===== src/rtl/iir_sched_pkg.sv =====
// Shared types and defaults for the IIR sample scheduler.
package iir_sched_pkg;

    localparam int DATA_WIDTH_DEF = 32;
    localparam int NUM_CH_DEF     = 2;
    localparam int CNT_W          = 16;

    typedef enum logic [2:0] {
        ST_IDLE,
        ST_READ,
        ST_ISSUE,
        ST_WAIT,
        ST_WRITE
    } state_e;

endpackage


===== src/rtl/rr_arbiter.sv =====
// Round-robin grant: first requesting channel at or above rr_ptr, wrapping.
module rr_arbiter #(
    parameter int NUM_CH = 2,
    parameter int IDX_W  = (NUM_CH > 1) ? $clog2(NUM_CH) : 1
) (
    input  logic [NUM_CH-1:0] req,
    input  logic [IDX_W-1:0]  rr_ptr,
    output logic              gnt_valid,
    output logic [IDX_W-1:0]  gnt_idx
);

    logic [2*NUM_CH-1:0] req_dbl;
    logic [2*NUM_CH-1:0] req_rot;
    logic [IDX_W-1:0]    offset;
    logic [IDX_W:0]      sum;

    assign req_dbl = {req, req};
    assign req_rot = req_dbl >> rr_ptr;

    always_comb begin
        gnt_valid = 1'b0;
        offset    = '0;
        // Scan downward so the smallest offset from rr_ptr wins.
        for (int k = NUM_CH - 1; k >= 0; k--) begin
            if (req_rot[k]) begin
                gnt_valid = 1'b1;
                offset    = IDX_W'(k);
            end
        end
        sum = {1'b0, rr_ptr} + {1'b0, offset};
        if (sum >= (IDX_W+1)'(NUM_CH)) begin
            sum = sum - (IDX_W+1)'(NUM_CH);
        end
        gnt_idx = sum[IDX_W-1:0];
    end

endmodule


===== src/rtl/iir_sched.sv =====
// Time-shares one IIR core across NUM_CH channels, keeping per-channel x[n-1]/y[n-1].
//
// state    | meaning
// IDLE     | pick next eligible channel round-robin
// READ     | pop channel FIFO, capture x[n]
// ISSUE    | present operands to core until core_ack
// WAIT     | wait for core_done, capture y[n]
// WRITE    | push y[n] once output FIFO has room, update history
module iir_sched
    import iir_sched_pkg::*;
#(
    parameter int DATA_WIDTH = DATA_WIDTH_DEF,
    parameter int NUM_CH     = NUM_CH_DEF,
    parameter int CH_W       = (NUM_CH > 1) ? $clog2(NUM_CH) : 1
) (
    input  logic                         clk,
    input  logic                         rst_n,
    input  logic                         en,
    input  logic                         hist_clr,
    input  logic [NUM_CH-1:0]            in_empty,
    input  logic [NUM_CH*DATA_WIDTH-1:0] in_dout,
    output logic [NUM_CH-1:0]            in_rd_en,
    input  logic [NUM_CH-1:0]            out_full,
    output logic [NUM_CH-1:0]            out_wr_en,
    output logic [DATA_WIDTH-1:0]        out_din,
    output logic                         core_req,
    input  logic                         core_ack,
    output logic [DATA_WIDTH-1:0]        core_x,
    output logic [DATA_WIDTH-1:0]        core_x1,
    output logic [DATA_WIDTH-1:0]        core_y1,
    input  logic                         core_done,
    input  logic [DATA_WIDTH-1:0]        core_y,
    output logic                         busy,
    output logic [CH_W-1:0]              cur_ch,
    output logic [CNT_W-1:0]             sample_cnt
);

    state_e                state_q, state_d;
    logic [CH_W-1:0]       cur_ch_q, cur_ch_d;
    logic [CH_W-1:0]       rr_ptr_q, rr_ptr_d;
    logic [DATA_WIDTH-1:0] x_cur_q;
    logic [DATA_WIDTH-1:0] y_q;
    logic [CNT_W-1:0]      cnt_q;
    logic [DATA_WIDTH-1:0] x_hist_q [NUM_CH];
    logic [DATA_WIDTH-1:0] y_hist_q [NUM_CH];

    logic [NUM_CH-1:0]     eligible;
    logic                  gnt_valid;
    logic [CH_W-1:0]       gnt_idx;
    logic                  rd_fire;
    logic                  wr_fire;
    logic [CH_W-1:0]       ch_next;
    logic [NUM_CH-1:0]     ch_onehot;

    assign eligible = en ? (~in_empty & ~out_full) : '0;

    rr_arbiter #(
        .NUM_CH (NUM_CH),
        .IDX_W  (CH_W)
    ) u_arb (
        .req       (eligible),
        .rr_ptr    (rr_ptr_q),
        .gnt_valid (gnt_valid),
        .gnt_idx   (gnt_idx)
    );

    assign ch_next   = (cur_ch_q == CH_W'(NUM_CH - 1)) ? '0 : cur_ch_q + CH_W'(1);
    assign ch_onehot = NUM_CH'(1) << cur_ch_q;

    always_comb begin
        state_d  = state_q;
        cur_ch_d = cur_ch_q;
        rr_ptr_d = rr_ptr_q;
        rd_fire  = 1'b0;
        wr_fire  = 1'b0;
        case (state_q)
            ST_IDLE: begin
                if (gnt_valid) begin
                    cur_ch_d = gnt_idx;
                    state_d  = ST_READ;
                end
            end
            ST_READ: begin
                rd_fire = 1'b1;
                state_d = ST_ISSUE;
            end
            ST_ISSUE: begin
                if (core_ack) begin
                    state_d = ST_WAIT;
                end
            end
            ST_WAIT: begin
                if (core_done) begin
                    state_d = ST_WRITE;
                end
            end
            ST_WRITE: begin
                if (!out_full[cur_ch_q]) begin
                    wr_fire  = 1'b1;
                    rr_ptr_d = ch_next;
                    state_d  = ST_IDLE;
                end
            end
            default: state_d = ST_IDLE;
        endcase
    end

    always_ff @(posedge clk or negedge rst_n) begin
        if (!rst_n) begin
            state_q  <= ST_IDLE;
            cur_ch_q <= '0;
            rr_ptr_q <= '0;
            x_cur_q  <= '0;
            y_q      <= '0;
            cnt_q    <= '0;
            for (int c = 0; c < NUM_CH; c++) begin
                x_hist_q[c] <= '0;
                y_hist_q[c] <= '0;
            end
        end else begin
            state_q  <= state_d;
            cur_ch_q <= cur_ch_d;
            rr_ptr_q <= rr_ptr_d;
            if (rd_fire) begin
                x_cur_q <= in_dout[int'(cur_ch_q)*DATA_WIDTH +: DATA_WIDTH];
            end
            if (state_q == ST_WAIT && core_done) begin
                y_q <= core_y;
            end
            if (wr_fire) begin
                cnt_q <= cnt_q + CNT_W'(1);
            end
            // A clear landing on the write cycle wins over the history update.
            if (hist_clr) begin
                for (int c = 0; c < NUM_CH; c++) begin
                    x_hist_q[c] <= '0;
                    y_hist_q[c] <= '0;
                end
            end else if (wr_fire) begin
                x_hist_q[cur_ch_q] <= x_cur_q;
                y_hist_q[cur_ch_q] <= y_q;
            end
        end
    end

    assign in_rd_en   = rd_fire ? ch_onehot : '0;
    assign out_wr_en  = wr_fire ? ch_onehot : '0;
    assign out_din    = y_q;
    assign core_req   = (state_q == ST_ISSUE);
    assign core_x     = x_cur_q;
    assign core_x1    = x_hist_q[cur_ch_q];
    assign core_y1    = y_hist_q[cur_ch_q];
    assign busy       = (state_q != ST_IDLE);
    assign cur_ch     = cur_ch_q;
    assign sample_cnt = cnt_q;

endmodule


===== config.mk =====
export PLATFORM = sky130hd
export DESIGN_NAME = iir_sched
export DESIGN_NICKNAME = d
export VERILOG_FILES = /design/src/rtl/iir_sched_pkg.sv /design/src/rtl/rr_arbiter.sv /design/src/rtl/iir_sched.sv
export SDC_FILE = /design/constraint.sdc
export NUM_CORES = 1
export LEC_CHECK = 0
export CAP_MARGIN = 20
export CORE_MARGIN = 2
export CORE_UTILIZATION = 37
export CTS_BUF_LIST = sky130_fd_sc_hd__clkbuf_2 sky130_fd_sc_hd__clkbuf_4 sky130_fd_sc_hd__clkbuf_8
export CTS_CLUSTER_SIZE = 40
export DETAILED_ROUTE_END_ITERATION = 16
export SLEW_MARGIN = 10
export SYNTH_ARGS = -nofsm -noshare
export SYNTH_HDL_FRONTEND = slang
export SYNTH_SLANG_ARGS = --single-unit
export TNS_END_PERCENT = 50

===== constraint.sdc =====
create_clock -name clk -period 2.8 [get_ports clk]
set_input_delay 0.84 -clock clk [delete_from_list [all_inputs] [get_ports clk]]
set_output_delay 0.84 -clock clk [all_outputs]
set_load 0.05 [all_outputs]

# [Word-level counts from Yosys, hierarchy flattened]
# Index checks and enable logic that the tools add are counted.
[op_classes] addsub=4 mul=0 div=0 n_lt_le_gt_ge=4 eq_ne=8 n_shift=3 mux=32 bitwise_logic=5 reduce_logical=8
[op_table] cell="64-bit 2-to-1 mux" count=4
[op_table] cell="32-bit 2-to-1 mux" count=7
[op_table] cell="64-bit bitwise mux" count=2
[op_table] cell="64-bit by 7-bit variable part select with 32-bit output" count=1
[op_table] cell="32-bit demux with 1-bit select" count=1
[op_table] cell="16-bit by 1-bit adder with 16-bit output, second input constant" count=1
[op_table] cell="3-bit one-hot mux with 5 select lines" count=1
[op_table] cell="3-bit 2-to-1 mux" count=4
[op_table] cell="1-bit 2-to-1 mux" count=10
[op_table] cell="3-bit by 2-bit equality test with 1-bit output, second input constant" count=2
[op_table] cell="2-bit 2-to-1 mux" count=3
[op_table] cell="2-bit inequality test, second input constant" count=3
[op_table] cell="2-bit greater-or-equal comparator, second input constant" count=2
[op_table] cell="2-bit NOT" count=2
[op_table] cell="2-bit AND reduction" count=2
[op_table] cell="4-bit AND reduction" count=1
[op_table] cell="4-bit by 1-bit right shift with 2-bit output" count=1
[op_table] cell="3-bit by 1-bit equality test with 1-bit output, second input constant" count=1
[op_table] cell="3-bit equality test, second input constant" count=1
[op_table] cell="3-bit logical NOT" count=1
[op_table] cell="3-bit nonzero test" count=1
[op_table] cell="1-bit by 1-bit adder with 2-bit output" count=1
[op_table] cell="2-bit bitwise AND" count=1
[op_table] cell="1-bit logical AND" count=2
[op_table] cell="other kinds (9)" count=9
[totals] ff_bits=213 latch_bits=0 ramBits=0 romBits=0 n_memories=0

# [Logic depth before layout (Yosys ltp)]
# Gate-level depths: netlist of run 1.
[logic_depth] depth_word=9 ltp_mapped=8 depth_no_buf=5

# [By module]
# A second synthesis of run 1 with hierarchy kept.
[unflattened] hier_cells=927 hier_area_um2=9482.8
[by_module_without_submodules] module="iir_sched" instances=1 cells_each=924 area_per_inst_um2=9461.6 seq_area_each_um2=5330.1
[by_module_without_submodules] module="rr_arbiter" instances=1 cells_each=3 area_per_inst_um2=21.3 seq_area_each_um2=0.0

# [Least setup slack after synthesis of run 1]
# No wires, ideal clock.
[synth_timing] path_kind="reg-to-output" startpoint="register cur_ch_q (netlist: cur_ch)" endpoint="output port in_rd_en[0]" t_arrival_ns=1.938 required_time_ns=1.960 path_slack_ns=0.022 stages_incl_launch_ff=5 path_buffers=3 path_cell_list="dfrtp_1 > clkbuf_1 > buf_2 > buf_2 > nor2b_1"
[synth_via] elab_chain_len=2
[synth_lines] element="start, declared" line_no="iir_sched.sv:39" rtl="logic [CH_W-1:0] cur_ch_q, cur_ch_d;"
[synth_lines] element="start signal, assigned" line_no="iir_sched.sv:122" rtl="cur_ch_q <= cur_ch_d;"
[synth_lines] element="1-bit by 1-bit << shifter with 2-bit output" line_no="iir_sched.sv:68" rtl="assign ch_onehot = NUM_CH'(1) << cur_ch_q;"
[synth_lines] element="2-bit 2-to-1 mux" line_no="iir_sched.sv:146" rtl="assign in_rd_en = rd_fire ? ch_onehot : '0;"
[synth_lines] element="end, declared" line_no="iir_sched.sv:22" rtl="output logic [NUM_CH-1:0] in_rd_en,"
# Every way passes these cells.

# [Worst setup path in the final report of run 1]
[layout_timing] startpoint="input port out_full[0]" endpoint="output port out_wr_en[0]"
[layout_via] elab_chain_len=5
[layout_lines] element="start, declared" line_no="iir_sched.sv:23" rtl="input logic [NUM_CH-1:0] out_full,"
[layout_lines] element="1-bit 2-to-1 mux (not written as such) (2 in a row)" line_no="iir_sched.sv:98" rtl="if (!out_full[cur_ch_q]) begin"
[layout_lines] element="1-bit 2-to-1 mux" line_no="iir_sched.sv:98"
[layout_lines] element="1-bit 2-to-1 mux" line_no="iir_sched.sv:76" rtl="case (state_q)"
[layout_lines] element="2-bit 2-to-1 mux" line_no="iir_sched.sv:147" rtl="assign out_wr_en = wr_fire ? ch_onehot : '0;"
[layout_lines] element="end, declared" line_no="iir_sched.sv:24" rtl="output logic [NUM_CH-1:0] out_wr_en,"
# Every way passes these cells. The select of a mux whose other input is x is not followed.

==> impl_metrics.yaml, run 1 <==
grt:
  met3_usage_pct: 5.10
  gr-total-overflow: 0
  use_met1_pct: 24.4
  grt_max_degree: 66
  track_usage_pct: 18.8
  grt_pass1_wl_um: 40800
  use_met2_pct: 30.8
  grt_pass1_vias: 7659
  antenna_found_initial: 0
  grt-busiest-layer: "met2"
status:
  status: "finished, final reports clean"
timing:
  slew_violations: 0
  finalHoldViolCount: 0
  hold-worst-slack_ns: 0.270
  worstMarginPinSlew_ns: 0.839
  timing.final.crit_share_pct: 99.5
  fin_skew_ns: 0.0208
  finalCriticalPeriod_ns: 2.79
  fmax_mhz: 359
  grt_setup_unrepaired: "yes"
  max-slew-margin-rel_pct: 44.0
  setup_viol: 0
yosys:
  syn_inst: 932
  synth_top_area_cell: "dfrtp_1"
  ys_ff_latch: 213
  synth_nets: 1039
  syn_area_per_cell_um2: 10.3
  synth_edf_count: 0
  syn-cell-area_um2: 9570
  synth_most_common_cell: "nand2_1"
  ys_warn_count: 0
  yosysTopAreaCellShare_pct: 55.7
  ys_types: 38
  synthTopCellsByCount: "nand2_1, dfrtp_1, a21oi_1"
  async_flop_share_pct: 100
  synth_area_leaders: "dfrtp_1, mux2_2, nand2_1"
  synth-main-ff-cell: "dfrtp_1"
  ys_seq_area_share_pct: 55.7
worst_setup_path:
  crit_start: "out_full[0]"
  crit_fanout: 4
  r2r.worst_path.cells: 7
  worstSetupPathType: "in -> out"
  arrival_ns: 1.95
  worstSetupStartpointType: "input port"
  endpoint_kind: "primary output"
  r2r_start: "state_q[2]"
  critPathRequiredTime_ns: 1.96
final_layout:
  nets: 1300
  syn2layout_area_growth_pct: 39.5
  drive_gt1_share_pct: 26.2
  antenna_cells: 0
  final_cells: 1553
route:
  vias: 7602
  ant_nets: 0
  drt_iter0_drc: 375
  drtPass1Iterations: 6
  via_per_inst: 4.90
  drc: 0
  wl_um: 26000
  wl_per_cell_um: 16.7
clock_network:
  clock-sinks: 213
  cts.path.max_buffers: 3
  clk_pin_slew_ns: 0.05
  clock-root-buffer: "clkbuf_8"
  cts_buffers: 39
  h-tree-depth: 2
  cts_tree: "done"
  clk_latency_ns: 0.53
placed_design:
  hpwl_um: 16600
  port_buffers: 256
  dpl.cell_count: 1474
  gp_congestion: 0.733
power_and_ir_drop:
  power.total_mw: 12.5
  p_leak_nw: 5.81
  power.density_nw_per_um2: 933
  ir_worst_vdd_v: 0.000833
floorplanning:
  die_h_um: 165
  num_rows: 58
  ios: 257
  die_w_um: 165
  coreArea_um2: 25300
  initial_core_util_pct: 37.9
  dieArea_um2: 27200
flow_run:
  cap_violations: 0
hold_path:
  hp-class: "in -> async"
-- cell families (layout without fill, tap and decap cells) --
kind of cell / count (synthesis) / count (layout) / synth area share [%]
muxes: 131 / 131 / 15.0
DFF: 213 / 213 / 55.7
buffers and inverters: 74 / 365 / 3.86
AOI/OAI and AO/OA: 167 / 167 / 9.98
and+or+nand+nor: 331 / 331 / 14.0
adders and majority gates: 1 / 1 / 0.131
xor gates and xnor gates: 15 / 15 / 1.37
-- worst max-delay path: stages --
cell and delay [ns]:
clkdlybuf4s50_1 0.47, or3_4 0.40, inv_2 0.09, buf_12 0.14
-- metrics by stage --
step                      area (µm²)  worst slack, ns  util (%)  TNS (ns)
after CTS                      13300          0.00369      52.8         0
after detailed placement       12400          -0.0969      49.0   -0.0969
after global routing           13300          -0.0416      52.8   -0.0507
after floorplan                 9570           0.0224         -         0
after global placement         12400          -0.0999      49.0   -0.0999
final                          13300           0.0128      52.8         0
-- where the power goes --
part	total (mW)	switching (mW)	internal, mW
sequential	4.26	0.623	3.64
clock	3.15	1.27	1.88
combinational	5.04	3.11	1.93
-- layer usage --
layer  vias up  wire length [µm]  part of all wire, %
li1       3645                 -                    -
met2       224             12300                   47
met5         -                 0                    0
met3        38              2010                  7.8
met4         0               556                  2.1
met1      3695             11200                   43
-- registers in the layout (all words and copies together), names as in the netlist --
signal      flops
cur_ch          1
out_din        32
core_x         32
sample_cnt     16
rr_ptr_q        1
state_q         3
y_hist_q       64
x_hist_q       64
-- cells in the final DEF, fill, tap and decap left out, types with 2 or more instances in the layout --
cell               n
buf_12            15
nand4_1            2
nand3_1            5
inv_2              2
inv_1              6
mux2_2            97
a21oi_1          132
dfrtp_2            3
nor2_1            40
dfrtp_1          209
clkbuf_4          15
nor3_1             7
nand2_1          251
a21oi_2           29
clkbuf_8          54
a31oi_1            2
clkdlybuf4s50_1  183
xor2_1             8
mux2i_1           34
buf_4             86
xnor2_1            7
nand2_2           10
and3_1             3
-- cell type report --
type / count / area (µm²)
fillers: 2366 / 11900
flip-flops and latches: 213 / 5340
multi-input cells: 645 / 3900
repair buffers: 286 / 2800
clock buffers: 68 / 842
well taps: 330 / 413
inverters: 8 / 30.0
clock inverters: 3 / 21.3
-- final timing paths --
| check | to | slack, ns |
|---|---|---|
| hold reg to reg | sample_cnt[15] | 0.47 |
| hold / removal | sample_cnt[12] | 0.27 |
| setup / recovery | out_wr_en[0] | 0.01 |
| max in group asynchronous | x_hist_q[25] | 1.85 |
| min in group clk | sample_cnt[15] | 0.47 |
| setup reg to reg | x_hist_q[42] | 0.69 |
-- timing repair --
| item | 4_1_cts | 5_1_grt |
|---|---|---|
| pin swaps | 0 | 2 |
| hold buffers | 0 | 0 |
| endpoints found under the setup margin | 41 | 5 |
| buffers inserted | 7 | 1 |
| cloned | 0 | 0 |
| gates resized for setup | 7 | 3 |
Power figures use the tool's default switching activity.
==> run 2: changes to the inputs <==
--- a/config.mk
+++ b/config.mk
@@ -7,12 +7,15 @@
 export LEC_CHECK = 0
 export CAP_MARGIN = 20
 export CORE_MARGIN = 2
-export CORE_UTILIZATION = 37
+export CORE_UTILIZATION = 50
 export CTS_BUF_LIST = sky130_fd_sc_hd__clkbuf_2 sky130_fd_sc_hd__clkbuf_4 sky130_fd_sc_hd__clkbuf_8
 export CTS_CLUSTER_SIZE = 40
 export DETAILED_ROUTE_END_ITERATION = 16
+export PLACE_DENSITY = 0.82
+export RECOVER_POWER = 50
 export SLEW_MARGIN = 10
 export SYNTH_ARGS = -nofsm -noshare
 export SYNTH_HDL_FRONTEND = slang
+export SYNTH_HIERARCHICAL = 1
 export SYNTH_SLANG_ARGS = --single-unit
 export TNS_END_PERCENT = 50
==> run 2 against run 1 <==
  * Sequential cell count stayed put
  * Cell count is 7.1% lower
  * Total power is 2.2% lower
  * Maximum frequency is 0.34% higher
  * Core utilization is 16 points higher
  * Sequential share of layout area is 1.3 points higher
  * Critical path depth stayed put
  * Critical endpoint is now out_wr_en[1]
  * Largest cell class unchanged
  * Highest routed layer unchanged
==> impl_metrics.yaml, run 2 <==
status:
  status: "finished, final reports clean"
power_and_ir_drop:
  seq_power_share_pct: 34.7
  ir_worst_vdd_v: 0.000619
  power.density_nw_per_um2: 942
  p_sw_mw: 4.94
  p_comb_share_pct: 41.2
  clockPowerShare_pct: 24.1
  swShare_pct: 40.5
  internal_power_mw: 7.24
  p_leak_nw: 5.66
clock_network:
  cts_buffers: 37
  cts.path.max_buffers: 3
  clk_pin_slew_ns: 0.05
  h-tree-depth: 2
  clk_latency_ns: 0.52
  cts_tree: "done"
  clock-root-buffer: "clkbuf_8"
  clock-sinks: 213
route:
  wl_um: 23900
  vias: 7646
  drtPass1Iterations: 4
  drc: 0
  wl_per_cell_um: 16.6
  drt_iter0_drc: 295
  via_per_inst: 5.30
  ant_nets: 0
final_layout:
  layout_commonest_cell: "nand2_1"
  final_cell_mix: "nand2_1, dfrtp_1, clkdlybuf4s50_1, a21oi_1, mux2_2"
  reg_top3: "x_hist_q (64), y_hist_q (64)"
  antenna_cells: 0
  nets: 1289
  drive_gt1_share_pct: 23.3
  syn2layout_area_growth_pct: 36.3
  post-route-util_pct: 69.3
yosys:
  synth_area_leaders: "dfrtp_1, mux2_2, nand2_1"
  synth_edf_count: 0
  synth_nets: 1034
  ys_seq_area_share_pct: 56.2
  syn_area_per_cell_um2: 10.2
  synth-main-ff-cell: "dfrtp_1"
  ys_types: 36
  syn_inst: 927
  ys_ff_latch: 213
  async_flop_share_pct: 100
  yosysTopAreaCellShare_pct: 56.2
  synth_most_common_cell: "nand2_1"
  ys_warn_count: 6
  syn-cell-area_um2: 9480
  synth_top_area_cell: "dfrtp_1"
  synthTopCellsByCount: "nand2_1, dfrtp_1, a21oi_1"
hold_path:
  min_from: "sample_cnt[15]"
  hp-class: "reg -> reg"
worst_setup_path:
  cpPeakStageDelay_ns: 0.44
  crit_slowest_cell: "clkdlybuf4s50_1"
  worstSetupStartpointType: "input port"
  arrival_ns: 1.94
  crit_fanout: 2
  r2r_start: "state_q[2]"
  critPathRequiredTime_ns: 1.96
  worstSetupPathType: "in -> out"
  path_cells: "clkdlybuf4s50_1 > or3b_4 > inv_4 > buf_12"
  endpoint_kind: "primary output"
  crit_start: "out_full[1]"
timing:
  setup_viol: 0
  timing.final.crit_share_pct: 99.2
  fmax_mhz: 360
  fin_skew_ns: 0.0150
  setup_tns_ns: 0
  slew_violations: 0
  worstMarginPinSlew_ns: 1.39
  finalHoldViolCount: 0
  max-slew-margin-rel_pct: 7.31
  grt_setup_unrepaired: "yes"
  layout_setup_ws_ns: 0.0222
  finalCriticalPeriod_ns: 2.78
placed_design:
  gp_congestion: 0.770
  hpwl_um: 15400
  port_buffers: 256
  pre_cts_slack_ns: -0.0706
floorplanning:
  ios: 257
  num_rows: 50
  coreArea_um2: 18600
  dieArea_um2: 20100
  die_w_um: 142
  initial_core_util_pct: 50.9
  die_h_um: 142
grt:
  grt_max_degree: 85
  gr-total-overflow: 0
  grt_pass1_vias: 7568
  grt_pass1_wl_um: 38300
  antenna_found_initial: 0
  track_usage_pct: 23.7
flow_run:
  cap_violations: 0
run 2: changes by cell type after synthesis, sizes merged, moves of 2 or more:
| cell | previous run | this run |
|---|---|---|
| nand4 | 2 | 6 |
| nor3 | 8 | 1 |
| mux2 | 97 | 99 |
| and3 | 3 | 0 |
| xnor2 | 7 | 13 |
| nor2 | 40 | 38 |
| inv | 8 | 5 |
| clkbuf | 36 | 29 |
| xor2 | 8 | 2 |
| nor4b | 0 | 2 |
| nor3b | 3 | 5 |
| buf | 30 | 37 |
run 2: cell type report:
type	count	area (µm²)
Multi-Input combinational cell	643	3820
Tap cell	234	293
Clock buffer	63	773
Fill cell	1388	5720
Inverter	5	21.3
Timing Repair Buffer	282	2670
Clock inverter	2	12.5
Sequential cell	213	5330
run 2: critical path: cells and delay by family:
kind,cells,cell delay (ns)
and+or+nand+nor,1,0.43
buffers and inverters,3,0.66
run 2: power groups by stage:
stage	Combinational [mW]	Sequential, mW	Clock [mW]
after floorplan	1.69	5.77	0
after global placement	4.97	4.25	0
after detailed placement	5.03	4.28	0
after CTS	5.04	4.23	3.00
after global routing	5.25	4.32	3.15
final	5.01	4.23	2.94
run 2: logic make-up after synthesis:
| logic type | after synthesis | synth area share (%) |
|---|---|---|
| AOI/OAI and AO/OA | 164 | 9.05 |
| xor gates and xnor gates | 15 | 1.39 |
| adders and majority gates | 2 | 0.251 |
| buffers and inverters | 71 | 3.81 |
| DFF | 213 | 56.2 |
| muxes | 132 | 15.2 |
| and+or+nand+nor | 330 | 14.1 |
run 2: timing repair:
item                                    CTS  global route
endpoints found under the setup margin    3            18
gates resized for setup                   2             6
hold buffers                              0             0
setup buffers                             0             1
pin swaps                                 0             1
run 2: routing by layer:
| layer | part of all wire [%] | vias up | track usage (%) |
|---|---|---|---|
| met5 | 0 | - | 0 |
| met4 | 2.4 | 0 | 7.32 |
| met3 | 6.0 | 41 | 5.70 |
| met2 | 51 | 232 | 40.8 |
| met1 | 41 | 3756 | 29.7 |
| li1 | - | 3617 | - |
run 2: final timing paths:
| path | end | slack [ns] | depth (start not counted) |
|---|---|---|---|
| setup / recovery | out_wr_en[1] | 0.02 | 4 |
| hold / removal | sample_cnt[15] | 0.47 | 1 |
| setup reg to reg | core_x[5] | 0.68 | 5 |
| hold reg to reg | sample_cnt[15] | 0.47 | 1 |
| max in group asynchronous | sample_cnt[9] | 0.58 | 2 |
| min in group asynchronous | core_x[6] | 0.63 | 1 |
run 2: through the flow:
stage | area, µm² | hold slack, ns | power, mW | cells
after CTS | 13000 | 0.293 | 12.3 | 1441
final | 12900 | 0.467 | 12.2 | 1442
after detailed placement | 12200 | 0.462 | 9.30 | 1376
after global placement | 12200 | 0.461 | 9.23 | 1376
after global routing | 12900 | 0.485 | 12.7 | 1442
after floorplan | 9490 | 0.480 | 7.45 | 927
